**config.mk**
```make
export PLATFORM = sky130hd
export DESIGN_NAME = id_ex_pipe_reg
export DESIGN_NICKNAME = d
export VERILOG_FILES = /design/src/rtl/id_ex_pipe_reg_pkg.sv /design/src/rtl/id_ex_pipe_reg_hazard_unit.sv /design/src/rtl/id_ex_pipe_reg.sv
export SDC_FILE = /design/constraint.sdc
export NUM_CORES = 1
export LEC_CHECK = 0
export ABC_AREA = 0
export CORE_AREA = 2 2 152 154
export CTS_BUF_LIST = sky130_fd_sc_hd__clkbuf_16
export CTS_CLUSTER_SIZE = 10
export DETAILED_ROUTE_END_ITERATION = 10
export DIE_AREA = 0 0 154 156
export GPL_TIMING_DRIVEN = 0
export PLACE_DENSITY = 0.72
export REMOVE_ABC_BUFFERS = 1
export SYNTH_ARGS = -nofsm -noshare
export SYNTH_HDL_FRONTEND = slang
export SYNTH_SLANG_ARGS = --single-unit
```
**constraint.sdc**
```tcl
create_clock -name clk -period 10.51 [get_ports clk]
set_input_delay 3.153 -clock clk [delete_from_list [all_inputs] [get_ports clk]]
set_output_delay 3.153 -clock clk [all_outputs]
set_load 0.1 [all_outputs]
```
**src/rtl/id_ex_pipe_reg_pkg.sv**
```systemverilog
// Control-bundle types shared by the controller, the ID/EX register and EX.
// Also holds the BUBBLE constants that an empty pipeline slot carries.
package control_signals;

    localparam logic [1:0] MEMTOREG_ALU = 2'd0;
    localparam logic [1:0] MEMTOREG_MEM = 2'd1;
    localparam logic [1:0] MEMTOREG_PC4 = 2'd2;

    localparam int ALUSEL_W = 4;

    typedef struct packed {
        logic                Jump;
        logic                Branch;
        logic                BrUn;
        logic                ALUSrcA;   // 1: PC as operand A
        logic                ALUSrcB;   // 1: immediate as operand B
        logic [ALUSEL_W-1:0] ALUSel;
    } ex_control_t;

    typedef struct packed {
        logic       MemRW;              // 1: store
        logic       MemRead;
        logic [2:0] MemFunct3;          // access width / sign
    } mem_control_t;

    typedef struct packed {
        logic       RegWrite;
        logic [1:0] MemtoReg;
    } wb_control_t;

    localparam ex_control_t  EX_BUBBLE  = '0;
    localparam mem_control_t MEM_BUBBLE = '0;
    localparam wb_control_t  WB_BUBBLE  = '0;

    // A writeback sourced from memory marks the EX instruction as a load.
    function automatic logic is_load(input wb_control_t wb);
        return wb.RegWrite && (wb.MemtoReg == MEMTOREG_MEM);
    endfunction

endpackage

```
**src/rtl/id_ex_pipe_reg_hazard_unit.sv**
```systemverilog
// Load-use detection between the ID instruction and the load sitting in EX,
// plus the IF/ID hold that freezes PC while EX stalls or a bubble goes in.
module id_ex_pipe_reg_hazard_unit
    import control_signals::*;
(
    input  logic        ex_valid,
    input  wb_control_t ex_wb_ctrl,
    input  logic [4:0]  ex_rd_addr,
    input  logic        id_valid,
    input  logic [4:0]  id_rs1_addr,
    input  logic [4:0]  id_rs2_addr,
    input  logic        id_uses_rs1,
    input  logic        id_uses_rs2,
    input  logic        flush,
    input  logic        ex_stall,
    output logic        load_use,
    output logic        hold_if_id,
    output logic        bubble_insert
);

    logic rs1_hit;
    logic rs2_hit;
    logic ex_is_load;

    assign ex_is_load = ex_valid && is_load(ex_wb_ctrl) && (ex_rd_addr != 5'd0);
    assign rs1_hit    = id_uses_rs1 && (id_rs1_addr == ex_rd_addr);
    assign rs2_hit    = id_uses_rs2 && (id_rs2_addr == ex_rd_addr);

    assign load_use      = id_valid && ex_is_load && (rs1_hit || rs2_hit);
    assign hold_if_id    = (load_use || ex_stall) && !flush;
    // A load-use bubble only lands when neither flush nor stall outranks it.
    assign bubble_insert = load_use && !ex_stall && !flush;

endmodule

```
**src/rtl/id_ex_pipe_reg.sv**
```systemverilog
// ID->EX boundary register: one-cycle transfer of the decoded bundle with
// flush > stall > load-use bubble > normal load priority, plus perf counters.
module id_ex_pipe_reg
    import control_signals::*;
#(
    parameter int XLEN  = 32,
    parameter int CNT_W = 32
) (
    input  logic               clk,
    input  logic               rst,
    input  logic               id_valid,
    input  logic [XLEN-1:0]    id_pc,
    input  logic [XLEN-1:0]    id_rs1_data,
    input  logic [XLEN-1:0]    id_rs2_data,
    input  logic [XLEN-1:0]    id_imm,
    input  logic [4:0]         id_rs1_addr,
    input  logic [4:0]         id_rs2_addr,
    input  logic [4:0]         id_rd_addr,
    input  logic               id_uses_rs1,
    input  logic               id_uses_rs2,
    input  ex_control_t        id_ex_ctrl,
    input  mem_control_t       id_mem_ctrl,
    input  wb_control_t        id_wb_ctrl,
    input  logic               flush,
    input  logic               ex_stall,
    output logic               ex_valid,
    output logic [XLEN-1:0]    ex_pc,
    output logic [XLEN-1:0]    ex_rs1_data,
    output logic [XLEN-1:0]    ex_rs2_data,
    output logic [XLEN-1:0]    ex_imm,
    output logic [4:0]         ex_rs1_addr,
    output logic [4:0]         ex_rs2_addr,
    output logic [4:0]         ex_rd_addr,
    output ex_control_t        ex_ex_ctrl,
    output mem_control_t       ex_mem_ctrl,
    output wb_control_t        ex_wb_ctrl,
    output logic               hold_if_id,
    output logic [CNT_W-1:0]   bubble_cnt,
    output logic [CNT_W-1:0]   stall_cycles
);

    logic load_use;
    logic bubble_insert;
    logic capture;
    logic empty_slot;

    id_ex_pipe_reg_hazard_unit u_hazard (
        .ex_valid      (ex_valid),
        .ex_wb_ctrl    (ex_wb_ctrl),
        .ex_rd_addr    (ex_rd_addr),
        .id_valid      (id_valid),
        .id_rs1_addr   (id_rs1_addr),
        .id_rs2_addr   (id_rs2_addr),
        .id_uses_rs1   (id_uses_rs1),
        .id_uses_rs2   (id_uses_rs2),
        .flush         (flush),
        .ex_stall      (ex_stall),
        .load_use      (load_use),
        .hold_if_id    (hold_if_id),
        .bubble_insert (bubble_insert)
    );

    // Flush overrides the stall hold; otherwise a stall freezes the register.
    assign capture    = flush || !ex_stall;
    // Invalid ID slots are forced to BUBBLE so x on ctrl inputs never escapes.
    assign empty_slot = flush || load_use || !id_valid;

    always_ff @(posedge clk or posedge rst) begin
        if (rst) begin
            ex_valid    <= 1'b0;
            ex_pc       <= '0;
            ex_rs1_data <= '0;
            ex_rs2_data <= '0;
            ex_imm      <= '0;
            ex_rs1_addr <= '0;
            ex_rs2_addr <= '0;
            ex_rd_addr  <= '0;
            ex_ex_ctrl  <= EX_BUBBLE;
            ex_mem_ctrl <= MEM_BUBBLE;
            ex_wb_ctrl  <= WB_BUBBLE;
        end else if (capture) begin
            if (empty_slot) begin
                ex_valid    <= 1'b0;
                ex_pc       <= '0;
                ex_rs1_data <= '0;
                ex_rs2_data <= '0;
                ex_imm      <= '0;
                ex_rs1_addr <= '0;
                ex_rs2_addr <= '0;
                ex_rd_addr  <= '0;
                ex_ex_ctrl  <= EX_BUBBLE;
                ex_mem_ctrl <= MEM_BUBBLE;
                ex_wb_ctrl  <= WB_BUBBLE;
            end else begin
                ex_valid    <= 1'b1;
                ex_pc       <= id_pc;
                ex_rs1_data <= id_rs1_data;
                ex_rs2_data <= id_rs2_data;
                ex_imm      <= id_imm;
                ex_rs1_addr <= id_rs1_addr;
                ex_rs2_addr <= id_rs2_addr;
                ex_rd_addr  <= id_rd_addr;
                ex_ex_ctrl  <= id_ex_ctrl;
                ex_mem_ctrl <= id_mem_ctrl;
                ex_wb_ctrl  <= id_wb_ctrl;
            end
        end
    end

    always_ff @(posedge clk or posedge rst) begin
        if (rst) begin
            bubble_cnt   <= '0;
            stall_cycles <= '0;
        end else begin
            if (bubble_insert)
                bubble_cnt <= bubble_cnt + CNT_W'(1);
            if (ex_stall)
                stall_cycles <= stall_cycles + CNT_W'(1);
        end
    end

endmodule

```
# Word level (Yosys, flattened, before mapping)
# Index checks and enable logic that the tools add are counted.
[totals]
ff_bits = 225
input_bits = 167
output_inout_bits = 226
[classes]
add_sub_neg = 2
eq_ne = 3
n_mux = 11
reduce_logical = 19
[ops]
columns = ["cell", "n"]
rows = [
  ["$mux 32", 4],
  ["$add 32x1->32 const B", 2],
  ["$mux 5", 4],
  ["$eq 5x5->1", 2],
  ["$logic_and 1x1->1", 10],
  ["$mux 9", 1],
  ["$logic_or 1x1->1", 5],
  ["$reduce_bool 5->1", 1],
  ["$logic_not 1->1", 3],
  ["$mux 3", 1],
  ["$eq 2x1->1 const B", 1],
  ["$mux 1", 1],
]

# Logic depth before layout (Yosys ltp)
# Gate-level depths: netlist (run 1).
[logic_depth]
ltp_word = 9
depth_mapped = 7
depth_no_buf = 5

# Modules after synthesis
# A second synthesis (run 1) with hierarchy kept.
[unflattened]
cells_unflattened = 624
hier_area_um2 = 8612.0
[by_module_without_submodules]
columns = ["module", "instances", "cells_each", "area_each_um2", "seq_area_each_um2"]
rows = [
  ["id_ex_pipe_reg", 1, 601, 8426.8, 5630.4],
  ["id_ex_pipe_reg_hazard_unit", 1, 23, 185.2, 0.0],
]

# Worst setup path before layout (run 1)
# OpenSTA, ideal clock, no wires.
[synth_path]
kind = "input to output"
start = "input port id_rs2_addr[1]"
end = "output port hold_if_id"
arrival_time_ns = 5.381
slack_ns = 1.976
stages = 6
cell_sequence = "xnor2_1 -> nand4_1 -> o22ai_1 -> clkbuf_1 -> a21oi_1 -> nor2_1"
[synth_between]
elab_chain_cells = 6
[synth_rtl]
columns = ["item", "line_no", "rtl"]
rows = [
  ["start: declaration", "id_ex_pipe_reg.sv:17", "input logic [4:0] id_rs2_addr,"],
  ["$eq 5x5->1", "id_ex_pipe_reg_hazard_unit.sv:27", "assign rs2_hit = id_uses_rs2 && (id_rs2_addr == ex_rd_addr);"],
  ["$logic_and 1x1->1", "id_ex_pipe_reg_hazard_unit.sv:27", ""],
  ["$logic_or 1x1->1", "id_ex_pipe_reg_hazard_unit.sv:29", "assign load_use = id_valid && ex_is_load && (rs1_hit || rs2_hit);"],
  ["$logic_and 1x1->1", "id_ex_pipe_reg_hazard_unit.sv:29", ""],
  ["$logic_or 1x1->1", "id_ex_pipe_reg_hazard_unit.sv:30", "assign hold_if_id = (load_use || ex_stall) && !flush;"],
  ["$logic_and 1x1->1", "id_ex_pipe_reg_hazard_unit.sv:30", ""],
  ["end: declaration", "id_ex_pipe_reg.sv:37", "output logic hold_if_id,"],
]
# No other way between the ends.

# Worst setup path after layout (run 1)
[layout_path]
start = "input port id_rs2_addr[3]"
end = "output port hold_if_id"
# The elaborated chain is that of the path after synthesis.

==> results of run 1 <==
-- logic make-up (layout without fill, tap and decap cells) --
group                      Yosys count  count (layout)  synth area share (%)
buffers and inverters               44             442                  2.87
xor gates and xnor gates            72              72                  7.23
other                                0               4                     0
DFF                                225             225                  64.5
muxes                                2               2                 0.258
AOI/OAI and AO/OA                  166             166                  16.6
and+or+nand+nor                    129             129                  8.26
adders and majority gates            2               2                 0.287
-- per-stage QoR --
| step | setup TNS, ps | instance area, µm² | hold WS, ps |
|---|---|---|---|
| after global placement | -922260 | 12800 | 461 |
| after floorplan | 0 | 8480 | 1040 |
| final | 0 | 13800 | 480 |
| after detailed placement | 0 | 13100 | 481 |
| after global routing | 0 | 13800 | 491 |
| after CTS | 0 | 13800 | 488 |
-- area by class of cell --
| cell class | instances | area, µm² | area share [%] |
|---|---|---|---|
| sequential | 225 | 5630 | 40.7 |
| clock inverter | 9 | 45.0 | 0.326 |
| multi-input combinational | 371 | 2870 | 20.7 |
| inverter | 1 | 11.3 | 0.0815 |
| antenna | 4 | 10.0 | 0.0724 |
| timing repair buffer | 405 | 4220 | 30.6 |
| tap | 285 | 357 | 2.58 |
| clock buffer | 27 | 676 | 4.89 |
-- where the power goes --
part	internal [mW]	switching (mW)	leakage (nW)
Sequential	0.903	0.0330	3.08
Clock	0.455	0.341	0.377
Combinational	0.154	0.355	2.59
-- layer usage --
metal / part of all wire [%] / wire length, µm / vias up
met2: 50 / 13600 / 288
met3: 9.6 / 2620 / 42
met5: 0 / 0 / -
met4: 2.2 / 607 / 0
met1: 38 / 10300 / 3485
li1: - / - / 3173
-- cells in the final DEF, fill, tap and decap left out --
cell,Yosys,routed
sky130_fd_sc_hd__and4bb_2,1,1
sky130_fd_sc_hd__inv_8,0,1
sky130_fd_sc_hd__nor3b_2,1,1
sky130_fd_sc_hd__xnor2_1,66,66
sky130_fd_sc_hd__clkbuf_16,0,27
sky130_fd_sc_hd__clkinv_4,0,1
sky130_fd_sc_hd__and2_1,4,4
sky130_fd_sc_hd__nor3_1,4,4
sky130_fd_sc_hd__a21oi_4,0,1
sky130_fd_sc_hd__buf_8,0,1
sky130_fd_sc_hd__nand4_1,27,27
sky130_fd_sc_hd__nand3_1,29,29
sky130_fd_sc_hd__buf_12,0,6
sky130_fd_sc_hd__inv_6,0,1
sky130_fd_sc_hd__or4_1,1,1
sky130_fd_sc_hd__and4b_1,1,1
sky130_fd_sc_hd__clkdlybuf4s50_1,0,392
sky130_fd_sc_hd__nor2b_4,0,1
sky130_fd_sc_hd__o211a_1,1,1
sky130_fd_sc_hd__o211ai_1,1,1
sky130_fd_sc_hd__buf_16,0,6
sky130_fd_sc_hd__nand2_1,21,21
sky130_fd_sc_hd__a21oi_1,1,1
sky130_fd_sc_hd__mux2_2,2,2
sky130_fd_sc_hd__a22o_1,160,160
sky130_fd_sc_hd__and4_1,8,8
sky130_fd_sc_hd__dfrtp_1,225,225
sky130_fd_sc_hd__nor4_1,1,1
sky130_fd_sc_hd__ha_1,2,2
sky130_fd_sc_hd__nor2_1,12,12
sky130_fd_sc_hd__and3_1,18,18
sky130_fd_sc_hd__a21o_1,1,1
sky130_fd_sc_hd__o22ai_2,0,1
sky130_fd_sc_hd__clkinv_2,0,1
sky130_fd_sc_hd__diode_2,0,4
sky130_fd_sc_hd__xor2_1,6,6
sky130_fd_sc_hd__inv_1,1,6
-- sequential cells by signal (all words and copies together) (netlist names), 9 cells and up --
name,count
ex_ex_ctrl,9
ex_rs1_data,32
ex_rs2_data,32
bubble_cnt,32
stall_cycles,32
ex_pc,32
ex_imm,32
-- synthesized netlist by cell type, drive strengths merged --
library cell	number	area share [%]
nor4	1	0.072
ha	2	0.29
a21o	1	0.086
clkbuf	25	1.1
nand2	21	0.90
xnor2	66	6.6
a21oi	2	0.16
nand4	27	1.9
nor3b	1	0.14
and3	18	1.3
nor3	4	0.23
nand3	29	1.7
nor2b	1	0.072
or4	1	0.086
o211ai	1	0.086
mux2	2	0.26
a22o	160	16
buf	18	1.7
xor2	6	0.60
nor2	12	0.52
o22ai	1	0.072
and4bb	1	0.14
inv	1	0.043
o211a	1	0.11
and4	8	0.80
dfrtp	225	65
and2	4	0.29
and4b	1	0.11
-- final timing paths --
kind / start / to / slack (ps) / depth (start not counted)
max in group asynchronous: rst / ex_rs1_addr[4]$_DFFE_PP0P_ / 6650 / 3
max reg2reg: ex_rd_addr[1]$_DFFE_PP0P_ / ex_ex_ctrl[7]$_DFFE_PP0P_ / 7100 / 8
min in group asynchronous: rst / ex_mem_ctrl[4]$_DFFE_PP0P_ / 3050 / 2
min: bubble_cnt[31]$_DFFE_PP0P_ / bubble_cnt[31]$_DFFE_PP0P_ / 480 / 1
max: id_rs2_addr[3] / hold_if_id / 1360 / 7
min reg2reg: bubble_cnt[31]$_DFFE_PP0P_ / bubble_cnt[31]$_DFFE_PP0P_ / 480 / 1
-- worst reg2reg max path, stage by stage (launching register included) --
cell,delay [ps]
sky130_fd_sc_hd__dfrtp_1,450
sky130_fd_sc_hd__or4_1,600
sky130_fd_sc_hd__o211a_1,450
sky130_fd_sc_hd__a21oi_4,850
sky130_fd_sc_hd__buf_16,260
sky130_fd_sc_hd__buf_16,190
sky130_fd_sc_hd__buf_16,180
sky130_fd_sc_hd__buf_12,200
sky130_fd_sc_hd__a22o_1,180
==> impl_metrics.yaml, run 1 <==
status:
  status: "finished, final reports clean"
yosys:
  synth_warnings: 0
  postSynthAreaPerCell_um2: 13.6
  yosys_register_bits: 225
  synth_area_mm2: 0.00873
  synth_sequential_area_ratio_pct: 64.5
  synthesis.instances: 640
  yosysUniqueCellTypes: 30
finish:
  layout-drive-gt1-share_pct: 4.91
  final_nets: 1200
  final_util_pct: 61.8
  layout.filler_cells: 1776
  syn2layout_area_growth_pct: 58.4
  stdcell_count: 1327
run:
  cap_viol_max_count: 0
clocking:
  worst_skew_pair.late_latency_ps: 520
  clock_tree_from_tritoncts: "yes"
  path_clk_slew_ps: 50
  cts_inserted_buffers: 27
  cts-root-to-sink-buffers: 3
  cts_hold_buf: 0
  cts_h_tree_lvls: 1
  clockRootBuffer: "sky130_fd_sc_hd__clkbuf_16"
  cts_resized: 0
  cts_setup_buffers: 0
  cts.sink_count: 225
detailed_routing:
  antenna_violating_nets_left: 0
  post-route-drc-count: 0
  detail_route.first_pass.iterations: 5
  num_vias: 6988
  drt_first_iter_violations: 458
  routed_wl_mm: 27.2
  wire_per_inst_um: 20.5
  via_per_inst: 5.27
timing:
  setup_slack_ps: 1360
  setup_viol: 0
  timing_max_transition_violations_final: 0
  final_clock_period_utilization_by_the_worst_path_pct: 87.1
  max_freq_mhz: 109
  timing.max_slew.rel_slack_pct: 29.9
  max_slew.worst_pin.slew_ps: 1050
  unrepaired_setup_endpoints_after_global_routing: "no"
  clock_skews_ps: 10.9
  finalHoldViolCount: 0
  fin_crit_ps: 9150
floorplan:
  core_area_mm2: 0.0224
  chipWidth_um: 154
  rows: 55
  die_area_mm2: 0.0240
  floorplan.initialDensity_pct: 39.0
  chipHeight_um: 156
  floorplan.io_pins: 393
critical_path:
  startpoint_type: "primary input"
  timing.critical_path.to_type: "output port"
  worst_path_dominant_cell_family: "buffers and inverters"
  critical-path-slowest-cell: "sky130_fd_sc_hd__clkdlybuf4s50_1"
  longest_individual_stage_delay_on_the_worst_path_ps: 1150
  crit_chain: "clkdlybuf4s50_1, xnor2_1, nand4_1, o22ai_2, a21oi_1, nor2_1, clkdlybuf4s50_1"
  most_frequent_cell_on_the_critical_path: "sky130_fd_sc_hd__clkdlybuf4s50_1"
  cp_num_buf_inv: 2
  path_class: "in -> out"
  critical_path_required_ps: 7360
  timing.critical_path.fanout_max: 15
  critPathArrivalTime_ps: 6000
grt:
  gr-total-overflow: 0
  via_count_of_the_first_global_routing_pass: 7278
  grt_util_all_layers_pct: 21.9
  antenna_violations_before_repair: 4
  met1_usage_pct: 26.4
  busiest_layer: "met2"
  grt.met3_usage_pct: 8.33
  grt_max_degree: 94
  globalRouteMet2Util_pct: 37.2
  first_pass_grt_wire_length_mm: 41.6
placed_design:
  dp_cells: 1287
  place.gp.congestion: 0.781
  numPortBuffers: 392
  dp_worst_setup_slack_ps: 1390
  total_half_perimeter_wirelength_after_legalization_and_detailed_placement_mm: 19.3
pwr:
  cellPowerDensity_mw_per_mm2: 162
  power.static_leakage_nw: 6.04
  finalPower_mw: 2.24
  ir_worst_vdd_mv: 0.113
hold_path:
  worstHoldPathType: "reg -> reg"
Note: power is estimated with default switching activity, not from simulation.
==> run 2, diff against run 1 <==
--- a/config.mk
+++ b/config.mk
@@ -14,6 +14,7 @@
 export GPL_TIMING_DRIVEN = 0
 export PLACE_DENSITY = 0.72
 export REMOVE_ABC_BUFFERS = 1
+export SETUP_SLACK_MARGIN = 0.1
 export SYNTH_ARGS = -nofsm -noshare
 export SYNTH_HDL_FRONTEND = slang
 export SYNTH_SLANG_ARGS = --single-unit
==> results of run 2 <==
The final DEF is identical to that of run 1; final timing and power are the same.
